## src/rtl/ialu_rvm_iter.sv

```systemverilog
// ialu_rvm_iter: iterative RV32M/RV64M multiply/divide unit.
// A shared 2*XLEN shift register serves both the radix-2^MUL_BITS multiplier
// (high half = partial sum, low half = remaining multiplier digits) and the
// restoring divider (high half = partial remainder, low half = dividend/quotient).
module ialu_rvm_iter #(
  parameter int XLEN     = 32,
  parameter int MUL_BITS = 2
) (
  input  logic            clk,
  input  logic            rst_n,
  input  logic            rvm_cmd_vd_i,
  input  logic [2:0]      rvm_cmd_i,
  input  logic [XLEN-1:0] rvm_op1_i,
  input  logic [XLEN-1:0] rvm_op2_i,
  input  logic            rvm_flush_i,
  output logic [XLEN-1:0] rvm_res_o,
  output logic            rvm_res_rdy_o,
  output logic            rvm_busy_o
);

  localparam int CW = $clog2(XLEN);
  localparam logic [CW-1:0] MUL_LAST = CW'(XLEN / MUL_BITS - 1);
  localparam logic [CW-1:0] DIV_LAST = CW'(XLEN - 1);
  localparam logic [CW-1:0] CNT_ONE  = CW'(1);
  localparam logic [XLEN-1:0] ZERO     = {XLEN{1'b0}};
  localparam logic [XLEN-1:0] ALL_ONES = {XLEN{1'b1}};
  localparam logic [XLEN-1:0] MOST_NEG = {1'b1, {(XLEN-1){1'b0}}};

  localparam logic [1:0] S_IDLE = 2'd0;
  localparam logic [1:0] S_CALC = 2'd1;
  localparam logic [1:0] S_DONE = 2'd2;

  logic [1:0]        state_q, state_d;
  logic [2:0]        cmd_q, cmd_d;
  logic [XLEN-1:0]   opb_q, opb_d;
  logic [2*XLEN-1:0] prod_q, prod_d;
  logic [CW-1:0]     cnt_q, cnt_d;
  logic              neg_q, neg_d;
  logic [XLEN-1:0]   res_q, res_d;
  logic              rdy_q, rdy_d;
  logic              busy_q, busy_d;

  // operand conditioning
  logic              sgn1_en, sgn2_en;
  logic              op1_neg, op2_neg;
  logic [XLEN-1:0]   op1_abs, op2_abs;
  logic              div_zero, div_ovf;
  logic [XLEN-1:0]   spec_res;

  // iteration datapath
  logic [MUL_BITS-1:0]      digit;
  logic [XLEN+MUL_BITS-1:0] mul_sum;
  logic [2*XLEN-1:0]        mul_next, div_next, step, prod_fix;
  logic [XLEN:0]            div_shift;
  logic                     div_ge;
  logic [XLEN-1:0]          div_rem, calc_res;

  // Decode which operands are treated as signed for the incoming command.
  always_comb begin
    sgn1_en = 1'b0;
    sgn2_en = 1'b0;
    case (rvm_cmd_i)
      3'b001:         begin sgn1_en = 1'b1; sgn2_en = 1'b1; end
      3'b010:         begin sgn1_en = 1'b1; sgn2_en = 1'b0; end
      3'b100, 3'b110: begin sgn1_en = 1'b1; sgn2_en = 1'b1; end
      default:        begin sgn1_en = 1'b0; sgn2_en = 1'b0; end
    endcase
  end

  assign op1_neg  = sgn1_en & rvm_op1_i[XLEN-1];
  assign op2_neg  = sgn2_en & rvm_op2_i[XLEN-1];
  assign op1_abs  = op1_neg ? (ZERO - rvm_op1_i) : rvm_op1_i;
  assign op2_abs  = op2_neg ? (ZERO - rvm_op2_i) : rvm_op2_i;
  assign div_zero = (rvm_op2_i == ZERO);
  assign div_ovf  = (rvm_cmd_i == 3'b100 || rvm_cmd_i == 3'b110) &&
                    (rvm_op1_i == MOST_NEG) && (rvm_op2_i == ALL_ONES);
  // cmd[1] distinguishes REM/REMU from DIV/DIVU
  assign spec_res = div_zero ? (rvm_cmd_i[1] ? rvm_op1_i : ALL_ONES)
                             : (rvm_cmd_i[1] ? ZERO : rvm_op1_i);

  // One multiply digit step and one restoring-divide step on the shared register.
  always_comb begin
    digit     = prod_q[MUL_BITS-1:0];
    mul_sum   = {{MUL_BITS{1'b0}}, prod_q[2*XLEN-1:XLEN]} +
                ({{MUL_BITS{1'b0}}, opb_q} * {{XLEN{1'b0}}, digit});
    mul_next  = {mul_sum, prod_q[XLEN-1:MUL_BITS]};
    div_shift = {prod_q[2*XLEN-1:XLEN], prod_q[XLEN-1]};
    div_ge    = (div_shift >= {1'b0, opb_q});
    div_rem   = div_ge ? (div_shift[XLEN-1:0] - opb_q) : div_shift[XLEN-1:0];
    div_next  = {div_rem, prod_q[XLEN-2:0], div_ge};
    step      = cmd_q[2] ? div_next : mul_next;
  end

  // Sign-correct the last step and pick the architectural result half.
  always_comb begin
    prod_fix = {(2*XLEN){1'b0}};
    calc_res = ZERO;
    if (cmd_q[2]) begin
      if (cmd_q[1]) begin
        calc_res = neg_q ? (ZERO - step[2*XLEN-1:XLEN]) : step[2*XLEN-1:XLEN];
      end else begin
        calc_res = neg_q ? (ZERO - step[XLEN-1:0]) : step[XLEN-1:0];
      end
    end else begin
      prod_fix = neg_q ? ({(2*XLEN){1'b0}} - step) : step;
      if (cmd_q[1:0] == 2'b00) begin
        calc_res = prod_fix[XLEN-1:0];
      end else begin
        calc_res = prod_fix[2*XLEN-1:XLEN];
      end
    end
  end

  // Control FSM and next-state values for all registers; flush overrides everything.
  always_comb begin
    state_d = state_q;
    cmd_d   = cmd_q;
    opb_d   = opb_q;
    prod_d  = prod_q;
    cnt_d   = cnt_q;
    neg_d   = neg_q;
    res_d   = res_q;
    case (state_q)
      S_IDLE: begin
        if (rvm_cmd_vd_i && !rvm_flush_i) begin
          cmd_d = rvm_cmd_i;
          // remainder takes the dividend sign, everything else sign1^sign2
          neg_d = (rvm_cmd_i[2] && rvm_cmd_i[1]) ? op1_neg : (op1_neg ^ op2_neg);
          if (rvm_cmd_i[2]) begin
            opb_d  = op2_abs;
            prod_d = {ZERO, op1_abs};
            cnt_d  = DIV_LAST;
          end else begin
            opb_d  = op1_abs;
            prod_d = {ZERO, op2_abs};
            cnt_d  = MUL_LAST;
          end
          if (rvm_cmd_i[2] && (div_zero || div_ovf)) begin
            res_d   = spec_res;
            state_d = S_DONE;
          end else begin
            state_d = S_CALC;
          end
        end else begin
          state_d = S_IDLE;
        end
      end
      S_CALC: begin
        prod_d = step;
        if (cnt_q == {CW{1'b0}}) begin
          res_d   = calc_res;
          state_d = S_DONE;
        end else begin
          cnt_d   = cnt_q - CNT_ONE;
          state_d = S_CALC;
        end
      end
      S_DONE: begin
        state_d = S_IDLE;
      end
      default: begin
        state_d = S_IDLE;
      end
    endcase
    if (rvm_flush_i) begin
      state_d = S_IDLE;
      res_d   = res_q;
    end else begin
      state_d = state_d;
    end
    rdy_d  = (state_d == S_DONE);
    busy_d = (state_d != S_IDLE);
  end

  // State and datapath registers with asynchronous clear.
  always_ff @(posedge clk or negedge rst_n) begin
    if (!rst_n) begin
      state_q <= S_IDLE;
      cmd_q   <= 3'b000;
      opb_q   <= ZERO;
      prod_q  <= {(2*XLEN){1'b0}};
      cnt_q   <= {CW{1'b0}};
      neg_q   <= 1'b0;
      res_q   <= ZERO;
      rdy_q   <= 1'b0;
      busy_q  <= 1'b0;
    end else begin
      state_q <= state_d;
      cmd_q   <= cmd_d;
      opb_q   <= opb_d;
      prod_q  <= prod_d;
      cnt_q   <= cnt_d;
      neg_q   <= neg_d;
      res_q   <= res_d;
      rdy_q   <= rdy_d;
      busy_q  <= busy_d;
    end
  end

  assign rvm_res_o     = res_q;
  assign rvm_res_rdy_o = rdy_q;
  assign rvm_busy_o    = busy_q;

endmodule

```

## config.mk

```make
export PLATFORM = sky130hd
export DESIGN_NAME = ialu_rvm_iter
export DESIGN_NICKNAME = d
export VERILOG_FILES = /design/src/rtl/ialu_rvm_iter.sv
export SDC_FILE = /design/constraint.sdc
export NUM_CORES = 1
export LEC_CHECK = 0
export BUFFER_PORTS_ARGS = -buffer_cell sky130_fd_sc_hd__clkbuf_2
export CAP_MARGIN = 40
export CORE_MARGIN = 2
export CORE_UTILIZATION = 40
export CTS_BUF_LIST = sky130_fd_sc_hd__clkbuf_8 sky130_fd_sc_hd__clkbuf_16
export CTS_CLUSTER_SIZE = 14
export DETAILED_ROUTE_END_ITERATION = 8
export PLACE_DENSITY_LB_ADDON = 0.05
export SLEW_MARGIN = 20
export SYNTH_ARGS = -nofsm -noshare
export SYNTH_HDL_FRONTEND = slang
export SYNTH_SLANG_ARGS = --single-unit
export TNS_END_PERCENT = 20
```

## constraint.sdc

```tcl
create_clock -name clk -period 7.42 [get_ports clk]
set_input_delay 1.113 -clock clk [delete_from_list [all_inputs] [get_ports clk]]
set_output_delay 1.113 -clock clk [all_outputs]
set_load 0.02 [all_outputs]
```

### After elaboration in Yosys (flattened, before gate mapping)

Cells that the tools add are included.

| storage, ports and cells | value |
|---|---|
| flip-flop bits (word level) | 141 |
| bits of input ports | 71 |
| output and inout port bits | 34 |

| cells by class | value |
|---|---|
| add/sub/neg operators | 8 |
| multiply operators | 1 |
| $lt $le $gt $ge | 1 |
| equal/unequal tests | 12 |
| muxes and demuxes | 33 |
| bitwise operators | 4 |
| reduce and logical (&&, ||, !) cells | 20 |

Operator list:

| cell | count |
|---|---|
| 32-bit 2-to-1 mux | 16 |
| 64-bit 2-to-1 mux | 3 |
| 64-bit one-hot mux with 2 select lines | 1 |
| 1-bit by 32-bit subtractor with 32-bit output, first input constant | 4 |
| 32-bit == test, second input constant | 2 |
| 32-bit one-hot mux with 2 select lines | 1 |
| 1-bit by 64-bit subtractor with 64-bit output, first input constant | 1 |
| 32-bit by 34-bit adder with 34-bit output | 1 |
| 32-bit by 2-bit multiplier with 34-bit output | 1 |
| 33-bit by 32-bit >= comparator with 1-bit output | 1 |
| 32-bit zero test | 1 |
| 32-bit subtractor | 1 |
| 5-bit 2-to-1 mux | 3 |
| 5-bit one-hot mux with 2 select lines | 1 |
| 2-bit 2-to-1 mux | 4 |
| 2-bit != test, second input constant | 4 |
| 3-bit == test, second input constant | 2 |
| 1-bit logical AND | 5 |
| 5-bit zero test | 1 |
| 5-bit AND reduction | 1 |
| 5-bit by 1-bit subtractor with 5-bit output, second input constant | 1 |
| 2-bit zero test | 2 |
| 2-bit one-hot mux with 2 select lines | 1 |
| 2-bit AND reduction | 2 |
| other kinds (14) | 19 |

### Depth between registers and ports, before layout

Gate-level depths: netlist of the first run.

| depth | value |
|---|---|
| word-level depth | 11 |
| mapped depth | 21 |

### Worst setup path before layout of the first run

No wires, ideal clock.

| timing path | value |
|---|---|
| kind | reg2reg |
| from | reg prod_q[1] |
| to | reg res_q[29], in the netlist rvm_res_o[29] |
| library setup time | 0.123 ns |
| arrival time | 5.073 ns |
| required time | 7.297 ns |
| path slack | 2.225 ns |
| stages on the path, launching flop included | 20 |
| path buffers | 2 |
| clock period less this slack | 5.195 ns |
| path through | dfrtp_1 -> clkbuf_1 -> clkbuf_1 -> and2_1 -> fa_1 -> ha_1 -> fa_1 -> a21o_1 -> a221o_1 -> nand4_1 -> a31o_2 -> o2bb2ai_1 -> mux2_2 -> a211oi_2 -> o211a_1 -> nand4_1 -> o41ai_2 -> mux2i_1 -> nand3_1 -> o221a_2 |

| between the ends | value |
|---|---|
| cells in the longest elaborated chain, start to end | 9 |
| elaborated cells between the ends (all ways) | 14 |

RTL lines:

| element | line | text |
|---|---|---|
| from (decl) | 36 | `logic [2*XLEN-1:0] prod_q, prod_d;` |
| from (signal assigned) | 181 | `prod_q <= {(2*XLEN){1'b0}};` |
| from (signal assigned) | 191 | `prod_q <= prod_d;` |
| 32-bit by 2-bit multiplier with 34-bit output | 85 | `({{MUL_BITS{1'b0}}, opb_q} * {{XLEN{1'b0}}, digit});` |
| 32-bit by 34-bit adder with 34-bit output | 84 | `mul_sum = {{MUL_BITS{1'b0}}, prod_q[2*XLEN-1:XLEN]} +` |
| 64-bit 2-to-1 mux (*) | 91 | `step = cmd_q[2] ? div_next : mul_next;` |
| 1-bit by 64-bit subtractor with 64-bit output / 1-bit by 32-bit subtractor with 32-bit output (equally long branches) | 105, 100 |  |
| 64-bit 2-to-1 mux / 32-bit 2-to-1 mux (equally long branches) | 105, 100 |  |
| 32-bit 2-to-1 mux, on equally long branches | 106, 99 |  |
| 32-bit 2-to-1 mux (*) | 98 | `if (cmd_q[2]) begin` |
| 32-bit 2-to-1 mux (*) | 150 | `if (cnt_q == {CW{1'b0}}) begin` |
| 32-bit one-hot mux with 2 select lines (*) | 123 | `case (state_q)` |
| to (signal assigned) | 194 | `res_q <= res_d;` |
| to (decl) | 39 | `logic [XLEN-1:0] res_q, res_d;` |

Mark *: on every way between the ends. The rest lies on a longest branch, timed or not. The select of a mux whose other input is x is not followed.
A chain may end at the register's enable or synchronous reset.

### Final worst setup path of the first run

Same ends and word-level chain as after synthesis.

==> metrics.md, run 1 <==
| Metric | Value |
|---|---|
| Die area | `44,000 sq um` |
| Post-synth EDFFs | `0` |
| Clk buf depth | `2` |
| Post-DRT Antenna Nets | `0` |
| Flops & latches, synth | `141` |
| Final Cycle Share | `0.818` |
| Vias/cell | `6.27` |
| Largest cells by area after synthesis | `dfrtp_1, nand2_1, a21oi_1, o21ai_0, ha_1` |
| Fillers | `4,417` |
| Net switching power figure | `4.40 mW` |
| Max-slew headroom | `0.417` |
| GR Overflow Total | `0` |
| Fmax | `0.165 GHz` |
| CTS tree | `yes` |
| Worst vdd ir | `0.000217 V` |
| MaxCap Viol Count | `0` |
| Switching Share | `0.565` |
| Final Critical Period | `6.07 ns` |
| Distinct cells, synth | `96` |
| Inserted Clock Buffers | `17` |
| Critical path capture point type | `flop` |
| DR iter-0 viols | `1,894` |
| Core ar. | `41,900 sq um` |
| Async SR Flop Fraction | `1.00` |
| Initial DRT Pass Iterations | `6` |
| Most common cell after layout, fill and taps aside | `nand2_1` |
| Vias post-DR | `18,200` |
| Final setup TNS | `0 ns` |
| Worst-path clk slew | `0.07 ns` |
| Final Hold Viols | `0` |
| RSZ-0062 raised after global routing | `no` |
| CTS resizes | `0` |
| # rows | `75` |
| Synth warn | `0` |
| Post-synth net total | `2,506` |
| Final GP Congestion | `0.989` |
| Ys flop type | `dfrtp_1` |
| WP data required | `7.77 ns` |
| Die width | `210 um` |
| # IOs | `105` |
| CP Max Fanout | `21` |
| Most frequent cells in the layout | `nand2_1, a21oi_1, o21ai_0` |
| CP Launch Type | `flop` |
| Int Power | `3.38 mW` |
| Seq pwr share | `0.159` |
| Syn Area/Cell | `7.27 sq um` |
| Global-route wire length before repair | `111,000 um` |
| Critical path arrival | `6.42 ns` |
| Clk pwr share | `0.120` |
| Clock latency on the worst-skew pair | `0.47 ns` |
| DRC | `0` |
| Cells after synthesis | `2,330` |
| Initial Utilization | `0.405` |
| Vias in the first global route | `17,100` |
| Nets | `2,518` |
| Final setup fails | `0` |
| P&R area growth vs syn | `9.08%` |
| Final Max Tran Viols | `0` |
| Worst Setup Path Type | `reg -> reg` |
| Cells after DPL | `2,862` |
| Post-CTS Hold Fix Bufs | `0` |
| ANT cells | `0` |
| DP Wirelength | `58,500 um` |
| Cell type with the largest total area after synthesis | `dfrtp_1` |
| Initial antenna violation count | `3` |
| Share of layout cells above drive strength 1 | `0.105` |
| Total wire length | `74,000 um` |
| Largest net degree at the start of global routing | `83` |
| Clk_skew | `0.0141 ns` |
| Slew @ Worst Pin | `0.872 ns` |
| Logic pwr share | `0.721` |
| Hold Crit Class | `reg -> reg` |
| Total track usage | `0.337` |
| Routed len/inst | `25.6 um` |
| R2r setup slk | `1.35 ns` |
| Synth top area share | `0.208` |
| Die Y | `210 um` |
| PD cells | `421 nW/um^2` |
| Cell Area, Synth | `16,900 sq um` |
| Htree depth | `4` |
| CTS root buf | `clkbuf_16` |
| CTS sink count | `141` |
| Status | `finished clean` |
| Setup bufs post-CTS | `0` |
| IO Port Bufs | `104` |
| Leak Pwr | `7.83 nW` |
| Post-synthesis sequential area ratio | `0.208` |
| Post-Layout Cell Count | `2,894` |
-- state kept, by name, summed over array words and instances, names as in the netlist --
register	cells
state_q	2
prod_q	64
rvm_busy_o	1
cmd_q	3
cnt_q	5
rvm_res_rdy_o	1
neg_q	1
opb_q	32
rvm_res_o	32
-- logic make-up (layout without fill, tap and decap cells) --
family                     Yosys count  after routing  synth area share
AOI/OAI and AO/OA                  745            745             0.285
xor gates and xnor gates           166            166            0.0858
adders and majority gates          105            105            0.0922
buffers and inverters              305            330            0.0702
DFF                                141            141             0.208
muxes                               54             54            0.0335
and+or+nand+nor                    814            814             0.225
-- synthesized netlist by cell type, drive strengths merged (40+ instances only) --
master and number:
ha 72, a211oi 52, a21oi 209, o21ai 208, nand4 42, nand3 65, dfrtp 141, clkbuf 115
nor2 192, nor3 61, o31ai 40, mux2i 41, xnor2 99, nand2 308, xor2 67, inv 155
-- layer usage --
| layer | vias to the layer above | part of all wire | routed length [um] | track usage |
|---|---|---|---|---|
| met2 | 736 | 0.46 | 33900 | 0.547 |
| li1 | 8390 | - | - | - |
| met1 | 8880 | 0.43 | 31800 | 0.452 |
| met5 | - | 0.00035 | 26 | 0 |
| met4 | 4 | 0.042 | 3140 | 0.144 |
| met3 | 145 | 0.069 | 5110 | 0.0429 |
-- critical path, stage by stage, from the launching register on --
cell       delay [ns]
dfrtp_1          0.82
and2_1           0.25
fa_1             0.42
ha_1             0.25
fa_1             0.41
a21o_1           0.23
a221o_1          0.36
nand4_1          0.17
a31o_2           0.22
o2bb2ai_1        0.18
mux2_2           0.38
a211oi_2         0.52
o211a_1          0.31
nand4_1          0.28
o41ai_2          0.55
mux2i_1          0.25
nand3_1          0.10
o221a_2          0.25
-- power by group through the flow --
| stage | logic, mW | clock network (mW) | registers [mW] |
|---|---|---|---|
| after floorplan | 3.79 | 0 | 1.08 |
| after global placement | 5.45 | 0 | 1.23 |
| after detailed placement | 5.47 | 0 | 1.24 |
| after CTS | 5.50 | 0.947 | 1.23 |
| after global routing | 6.06 | 0.973 | 1.25 |
| final | 5.61 | 0.936 | 1.23 |
-- worst paths after layout --
kind / to / from / depth (start not counted)
worst max-delay path: rvm_res_o[29] / prod_q[1] / 17
worst min-delay path: rvm_res_o[11] / rvm_res_o[11] / 2
worst max register to register: rvm_res_o[29] / prod_q[1] / 17
worst min register to register: rvm_res_o[11] / rvm_res_o[11] / 2
max in group asynchronous: cmd_q[2] / rst_n / 2
min in group asynchronous: prod_q[63] / rst_n / 1
-- cell type report --
class                   count  area, sq um  share of cell area
repair buffers            143          817              0.0442
multi-input cells        1884        12300               0.663
flip-flops and latches    141         3530               0.191
inverters                 155          582              0.0315
well taps                 539          674              0.0365
clock inverters            13          164             0.00887
clock buffers              19          453              0.0245
-- through the flow --
stage / total power [mW] / hold slack, ns / util / area (sq um) / setup slack, ns
floorplan: 4.87 / 0.461 / - / 16900 / 2.22
global placement: 6.68 / 0.466 / 0.426 / 17800 / 1.51
detailed placement: 6.71 / 0.470 / 0.427 / 17900 / 1.39
CTS: 7.67 / 0.485 / 0.441 / 18500 / 1.38
global route: 8.29 / 0.513 / 0.441 / 18500 / 1.03
finish: 7.78 / 0.482 / 0.441 / 18500 / 1.35
Note: power is estimated with default switching activity, not from simulation.
==> run 2, diff against run 1 <==
Settings changed: ABC_AREA set to 1.
Clock period 7.42 ns to 5.2 ns, I/O delays scaled along.
==> run 2 against run 1 <==
  * Total power grew 72%
  * Routed wire length grew 29%
  * Combinational power grew 84%
  * Area after synthesis grew 12%
  * Clock skew grew 0.0014 ns
  * Hold slack lost 0.22 ns
  * Via count grew 24%
  * Core utilization grew 0.55 points
  * Critical path type unchanged
  * Largest power group unchanged
  * Fmax grew 23%
  * Sequential share of layout area shrank 2.2 points
  * Global-route usage grew 4.5 points
==> metrics.md, run 2 <==
| Metric | Value |
|---|---|
| Status | `finished clean` |
| Cell type with the largest total area after synthesis | `nand2_1` |
| CP max stage delay | `0.54 ns (-0.28 ns)` |
| Post-synth EDFFs | `0 (unchanged)` |
| MaxCap Viol Count | `0 (unchanged)` |
| Initial antenna violation count | `1 (-2)` |
| Hold Crit Class | `in -> async` |
| Die Y | `222 um (+5.7%)` |
| Final Hold Viols | `0 (unchanged)` |
| DRC | `0 (unchanged)` |
| Top cell by count, worst path | `nand2_1` |
| Post-DRT Antenna Nets | `0 (unchanged)` |
| Worst vdd ir | `0.000224 V (+3.3%)` |
| Count leader, synth | `nand2_1` |
| Post-synth top cells | `nand2_1, inv_1, nand3_1` |
| DR iter-0 viols | `2,730 (+44%)` |
| Routed len/inst | `24.4 um (-4.6%)` |
| Worst-path clk slew | `0.07 ns (about the same)` |
| Global-route wire length before repair | `139,000 um (+25%)` |
| Post-Route Utilization | `0.447 (+0.00552)` |
| CTS root buf | `clkbuf_16` |
| # IOs | `105 (unchanged)` |
| Nets | `3,483 (+38%)` |
| R2r setup slk | `0.27 ns (-1.09 ns)` |
| Post-synth net total | `3,412 (+36%)` |
| Vias/cell | `5.72 (-8.8%)` |
| Ys flop type | `dfrtp_1` |
| Synth top area share | `0.200 (-0.00850)` |
| Max FFs per register | `64 (unchanged)` |
| Largest cells by area after synthesis | `nand2_1, dfrtp_1, inv_1, nand3_1, o21ai_0` |
| Final GP Congestion | `1.05 (+6.6%)` |
| CP Max Fanout | `17 (-19%)` |
| # rows | `79 (+5.3%)` |
| Final Cycle Share | `0.949 (+0.131)` |
| Final Max Tran Viols | `0 (unchanged)` |
| Leak Pwr | `11.1 nW (+41%)` |
| Async SR Flop Fraction | `1.00 (unchanged)` |
| Slew @ Worst Pin | `0.855 ns (-0.0167 ns)` |
| IO Port Bufs | `104 (unchanged)` |
| Cell Area, Synth | `19,000 sq um (+12%)` |
| Cells after synthesis | `3,236 (+39%)` |
| Share of layout cells above drive strength 1 | `0.0970 (-0.00790)` |
| Largest net degree at the start of global routing | `71 (-14%)` |
| PD cells | `640 nW/um^2 (+52%)` |
| WP data required | `5.54 ns (-2.23 ns)` |
| Syn Area/Cell | `5.86 sq um (-19%)` |
| CP Launch Type | `flop` |
| Critical path arrival | `5.27 ns (-1.15 ns)` |
| Largest Register | `prod_q` |
| Critical path capture point type | `flop` |
| Initial Utilization | `0.406 (+0.00158)` |
| Slowest-stage cell, CP | `fa_1` |
| Htree depth | `4 (unchanged)` |
| Core ar. | `46,700 sq um (+11%)` |
| Die width | `222 um (+5.7%)` |
| Vias post-DR | `22,500 (+24%)` |
| Total wire length | `95,700 um (+29%)` |
| Final Critical Period | `4.93 ns (-1.13 ns)` |
| CTS sink count | `141 (unchanged)` |
| Clk buf depth | `2 (unchanged)` |
| Most frequent cells in the layout | `nand2_1, inv_1, nand3_1` |
| Distinct cells, synth | `54 (-44%)` |
| Synth warn | `0 (unchanged)` |
| GR Overflow Total | `0 (unchanged)` |
| Clk_skew | `0.0155 ns (+0.00143 ns)` |
| Max-slew headroom | `0.424 (+0.00654)` |
| Vias in the first global route | `21,100 (+23%)` |
| Die area | `49,100 sq um (+12%)` |
| Clock latency on the worst-skew pair | `0.47 ns (about the same)` |
| Most common cell after layout, fill and taps aside | `nand2_1` |
| Final setup fails | `0 (unchanged)` |
| Flops & latches, synth | `141 (unchanged)` |
| P&R area growth vs syn | `10.0%` |
| Worst Setup Path Type | `reg -> reg` |
| Inserted Clock Buffers | `17 (unchanged)` |
| RSZ-0062 raised after global routing | `no` |
| Initial DRT Pass Iterations | `6 (unchanged)` |
| CTS tree | `yes` |
| Fillers | `5,204 (+18%)` |
| Final setup TNS | `0 ns (unchanged)` |
| Fmax | `0.203 GHz (+23%)` |
| Total track usage | `0.382 (+0.0453)` |
| Total Power | `13.3 mW (+72%)` |
| DP Wirelength | `78,300 um (+34%)` |
| Post-synthesis sequential area ratio | `0.186 (-0.0222)` |
run 2: repair_timing:
action                     4_1_cts  5_1_grt
hold buffers                     0        0
setup endpoints to repair        0       18
setup buffers                    0        0
gates resized for setup          0        5
run 2: per-layer routing:
layer | global-route usage | vias up | routed length, um
met5 | 0 | - | 0
met1 | 0.483 | 10600 | 38700
met3 | 0.0615 | 237 | 7720
met2 | 0.614 | 1122 | 42600
li1 | - | 10500 | -
met4 | 0.232 | 0 | 6760
run 2: final timing paths:
check                                    from       endpoint  depth (start not counted)
worst max register to register      prod_q[0]  rvm_res_o[18]                         27
worst max-delay path                prod_q[0]  rvm_res_o[18]                         27
max in group asynchronous               rst_n       cmd_q[2]                          2
worst min-delay path                    rst_n   rvm_res_o[7]                          1
min in group clk                rvm_res_o[25]  rvm_res_o[25]                          2
worst min register to register  rvm_res_o[25]  rvm_res_o[25]                          2
run 2: logic make-up after synthesis:
logic type / share of synthesized area
AOI/OAI and AO/OA: 0.157
xor gates and xnor gates: 0.0545
adders and majority gates: 0.0824
buffers and inverters: 0.132
DFF: 0.186
muxes: 0.000528
and+or+nand+nor: 0.387
run 2: area by class of cell:
cell class / count / area (sq um) / area share
Antenna cell: 1 / 2.50 / 0.000120
Clock buffer: 20 / 467 / 0.0224
Clock inverter: 12 / 136 / 0.00654
Inverter: 525 / 1970 / 0.0945
Multi-Input combinational cell: 2453 / 12900 / 0.621
Sequential cell: 141 / 3530 / 0.170
Tap cell: 607 / 759 / 0.0364
Timing Repair Buffer: 169 / 1040 / 0.0499
run 2: critical path, delay by kind of cell, from the launching register on:
kind / cells / cell delay (ns)
adders and majority gates: 2 / 0.89
buffers and inverters: 4 / 0.59
DFF: 1 / 0.53
and+or+nand+nor: 21 / 2.81
run 2: report_power, final:
group          internal (mW)  total [mW]  leakage (nW)  switching, mW
sequential              1.33        1.72          1.77          0.392
combinational           2.95        10.3          9.00           7.35
clock                  0.748        1.32         0.294          0.576
total                   5.03        13.3          11.1           8.32
run 2: per-stage QoR:
step	worst slack, ns	instances	area [sq um]	hold slack, ns
2_1_floorplan	1.36	3236	19000	0.440
5_1_grt	0.00472	3927	20900	0.296
3_3_place_gp	0.0419	3889	20200	0.456
3_5_place_dp	0.0943	3892	20200	0.469
4_1_cts	0.183	3924	20800	0.274
6_report	0.265	3928	20900	0.262
==> run 3, diff against run 2 <==
Settings changed: GPL_TIMING_DRIVEN set to 0.
==> run 3 against run 2 <==
  * Non-clock buffer count increased by 65
  * Setup slack got worse by 0.11 ns
  * Critical path depth increased by 2
  * Total power up 2.2%
  * Core utilization rose by 0.41 points
  * Routed wire length grew 3.8%
  * Global-route usage increased by 1.7 points
  * Final cell count up 1.6%
  * Clock-buffer cell count down 2
  * Sequential share of layout area fell by 0.084 points
  * Critical path type unchanged
  * Largest cell class unchanged
  * Highest routed layer unchanged
==> metrics.md, run 3 (same netlist as run 2, synthesis figures left out) <==
| Metric | Value |
|---|---|
| Placed cell area | `20,300 sq um (+0.78%)` |
| Worst Setup Path Type | `reg -> reg` |
| Clk_skew | `0.0189 ns (+0.00336 ns)` |
| Delay-heaviest family, CP | `simple AND/OR/NAND/NOR gates` |
| Critical path buffers and inverters | `5 (+1)` |
| Share of layout cells above drive strength 1 | `0.0948 (-0.00216)` |
| Setup ws final | `0.151 ns (-0.115 ns)` |
| Final Max Tran Viols | `0 (unchanged)` |
| GR Overflow Total | `0 (unchanged)` |
| Initial antenna violation count | `2 (+1)` |
| Initial DRT Pass Iterations | `6 (unchanged)` |
| Core ar. | `46,700 sq um (unchanged)` |
| Final GP Congestion | `1.06 (+0.11%)` |
| Slowest-stage cell, CP | `dfrtp_1` |
| DP Wirelength | `83,300 um (+6.5%)` |
| Total wire length | `99,400 um (+3.8%)` |
| CP Launch Type | `flop` |
| Largest net degree at the start of global routing | `84 (+18%)` |
| Status | `finished clean` |
| Htree depth | `4 (unchanged)` |
| # rows | `79 (unchanged)` |
| Most common cell after layout, fill and taps aside | `nand2_1` |
| Die Y | `222 um (unchanged)` |
| Hold Slack | `0.297 ns (+0.0357 ns)` |
| Global-route wire length before repair | `144,000 um (+3.4%)` |
| Clk buf depth | `2 (unchanged)` |
| Critical path arrival | `5.40 ns (+0.13 ns)` |
| Initial Utilization | `0.406 (unchanged)` |
| Die width | `222 um (unchanged)` |
| Largest Register | `prod_q` |
| Final Hold Viols | `0 (unchanged)` |
| Finished Cell Area | `21,000 sq um (+0.92%)` |
| R2r setup slk | `0.15 ns (-0.11 ns)` |
| ANT cells | `0 (-1)` |
| P&R area growth vs syn | `11.0%` |
| Vias/cell | `5.76 (+0.68%)` |
| Total track usage | `0.399 (+0.0168)` |
| MaxCap Viol Count | `0 (unchanged)` |
| Slew @ Worst Pin | `0.914 ns (+0.0584 ns)` |
| Top cell by count, worst path | `nand2_1` |
| Die area | `49,100 sq um (unchanged)` |
| IO Port Bufs | `103 (-0.96%)` |
| WP data required | `5.55 ns (about the same)` |
| Fmax | `0.198 GHz (-2.3%)` |
| CP Max Fanout | `10 (-7)` |
| Final Critical Period | `5.05 ns (+0.115 ns)` |
| PD cells | `648 nW/um^2 (+1.2%)` |
| RSZ-0062 raised after global routing | `no` |
| Worst vdd ir | `0.000284 V (+27%)` |
| # IOs | `105 (unchanged)` |
| Routed len/inst | `24.9 um (+2.1%)` |
| Vias post-DR | `23,000 (+2.3%)` |
| CP max stage delay | `0.74 ns (+0.20 ns)` |
| DR iter-0 viols | `3,018 (+11%)` |
| Max FFs per register | `64 (unchanged)` |
| CTS sink count | `141 (unchanged)` |
| CTS root buf | `clkbuf_16` |
| Most frequent cells in the layout | `nand2_1, inv_1, nand3_1` |
| Inserted Clock Buffers | `17 (unchanged)` |
| DRC | `0 (unchanged)` |
| Hold Crit Class | `in -> async` |
| Leak Pwr | `11.0 nW (-0.21%)` |
| Post-CTS Hold Fix Bufs | `0 (unchanged)` |
| Critical path capture point type | `flop` |
| Post-Place Worst Slack | `-0.543 ns (-0.637 ns)` |
| Final Cycle Share | `0.971 (+0.0221)` |
| Total Power | `13.6 mW (+2.2%)` |
| Post-DRT Antenna Nets | `0 (unchanged)` |
| Vias in the first global route | `21,900 (+3.6%)` |
| Post-Route Utilization | `0.451 (+0.00413)` |
| Nets | `3,548 (+1.9%)` |
| Worst-path clk slew | `0.07 ns (about the same)` |
| Final setup fails | `0 (unchanged)` |
| Clock latency on the worst-skew pair | `0.47 ns (about the same)` |
| CTS tree | `yes` |
| Max-slew headroom | `0.391 (-0.0329)` |
run 3: layout make-up:
| cell class | count | area (sq um) |
|---|---|---|
| plain buffers | 114 | 533 |
| flip-flops and latches | 141 | 3550 |
| inverters | 525 | 1970 |
| fillers | 5185 | 25600 |
| multi-input cells | 2453 | 13000 |
| clock buffers | 18 | 439 |
| clock inverters | 14 | 135 |
| repair buffers | 120 | 688 |
| well taps | 607 | 759 |
run 3: stage by stage:
stage / TNS, ns / std cells
after floorplan: 0 / 3236
after global placement: -5.89 / 3946
after detailed placement: -6.42 / 3954
after CTS: 0 / 3985
after global routing: 0 / 3992
final: 0 / 3992
run 3: per-layer routing:
layer | GRT usage | up-vias | part of all wire
li1 | - | 10600 | -
met1 | 0.486 | 10800 | 0.38
met2 | 0.640 | 1252 | 0.45
met3 | 0.0690 | 300 | 0.090
met4 | 0.283 | 0 | 0.083
met5 | 0 | - | 0
run 3: final timing paths:
| path | start | cells past startpoint | end |
|---|---|---|---|
| worst max-delay path | opb_q[31] | 29 | rvm_res_o[24] |
| worst min-delay path | rst_n | 1 | rvm_res_rdy_o |
| worst max register to register | opb_q[31] | 29 | rvm_res_o[24] |
| worst min register to register | cnt_q[0] | 1 | cnt_q[0] |
| max in group asynchronous | rst_n | 2 | opb_q[28] |
| min in group clk | cnt_q[0] | 1 | cnt_q[0] |
run 3: power by group:
part | switching, mW | leakage (nW) | internal (mW)
Clock | 0.591 | 0.276 | 0.680
Sequential | 0.454 | 1.76 | 1.33
Combinational | 7.57 | 9.01 | 3.01
Total | 8.61 | 11.0 | 5.02
run 3: timing repair:
| action | CTS | global route |
|---|---|---|
| pin swaps | 0 | 3 |
| endpoints found under the setup margin | 24 | 25 |
| gates resized for setup | 4 | 34 |
| buffers inserted | 0 | 8 |
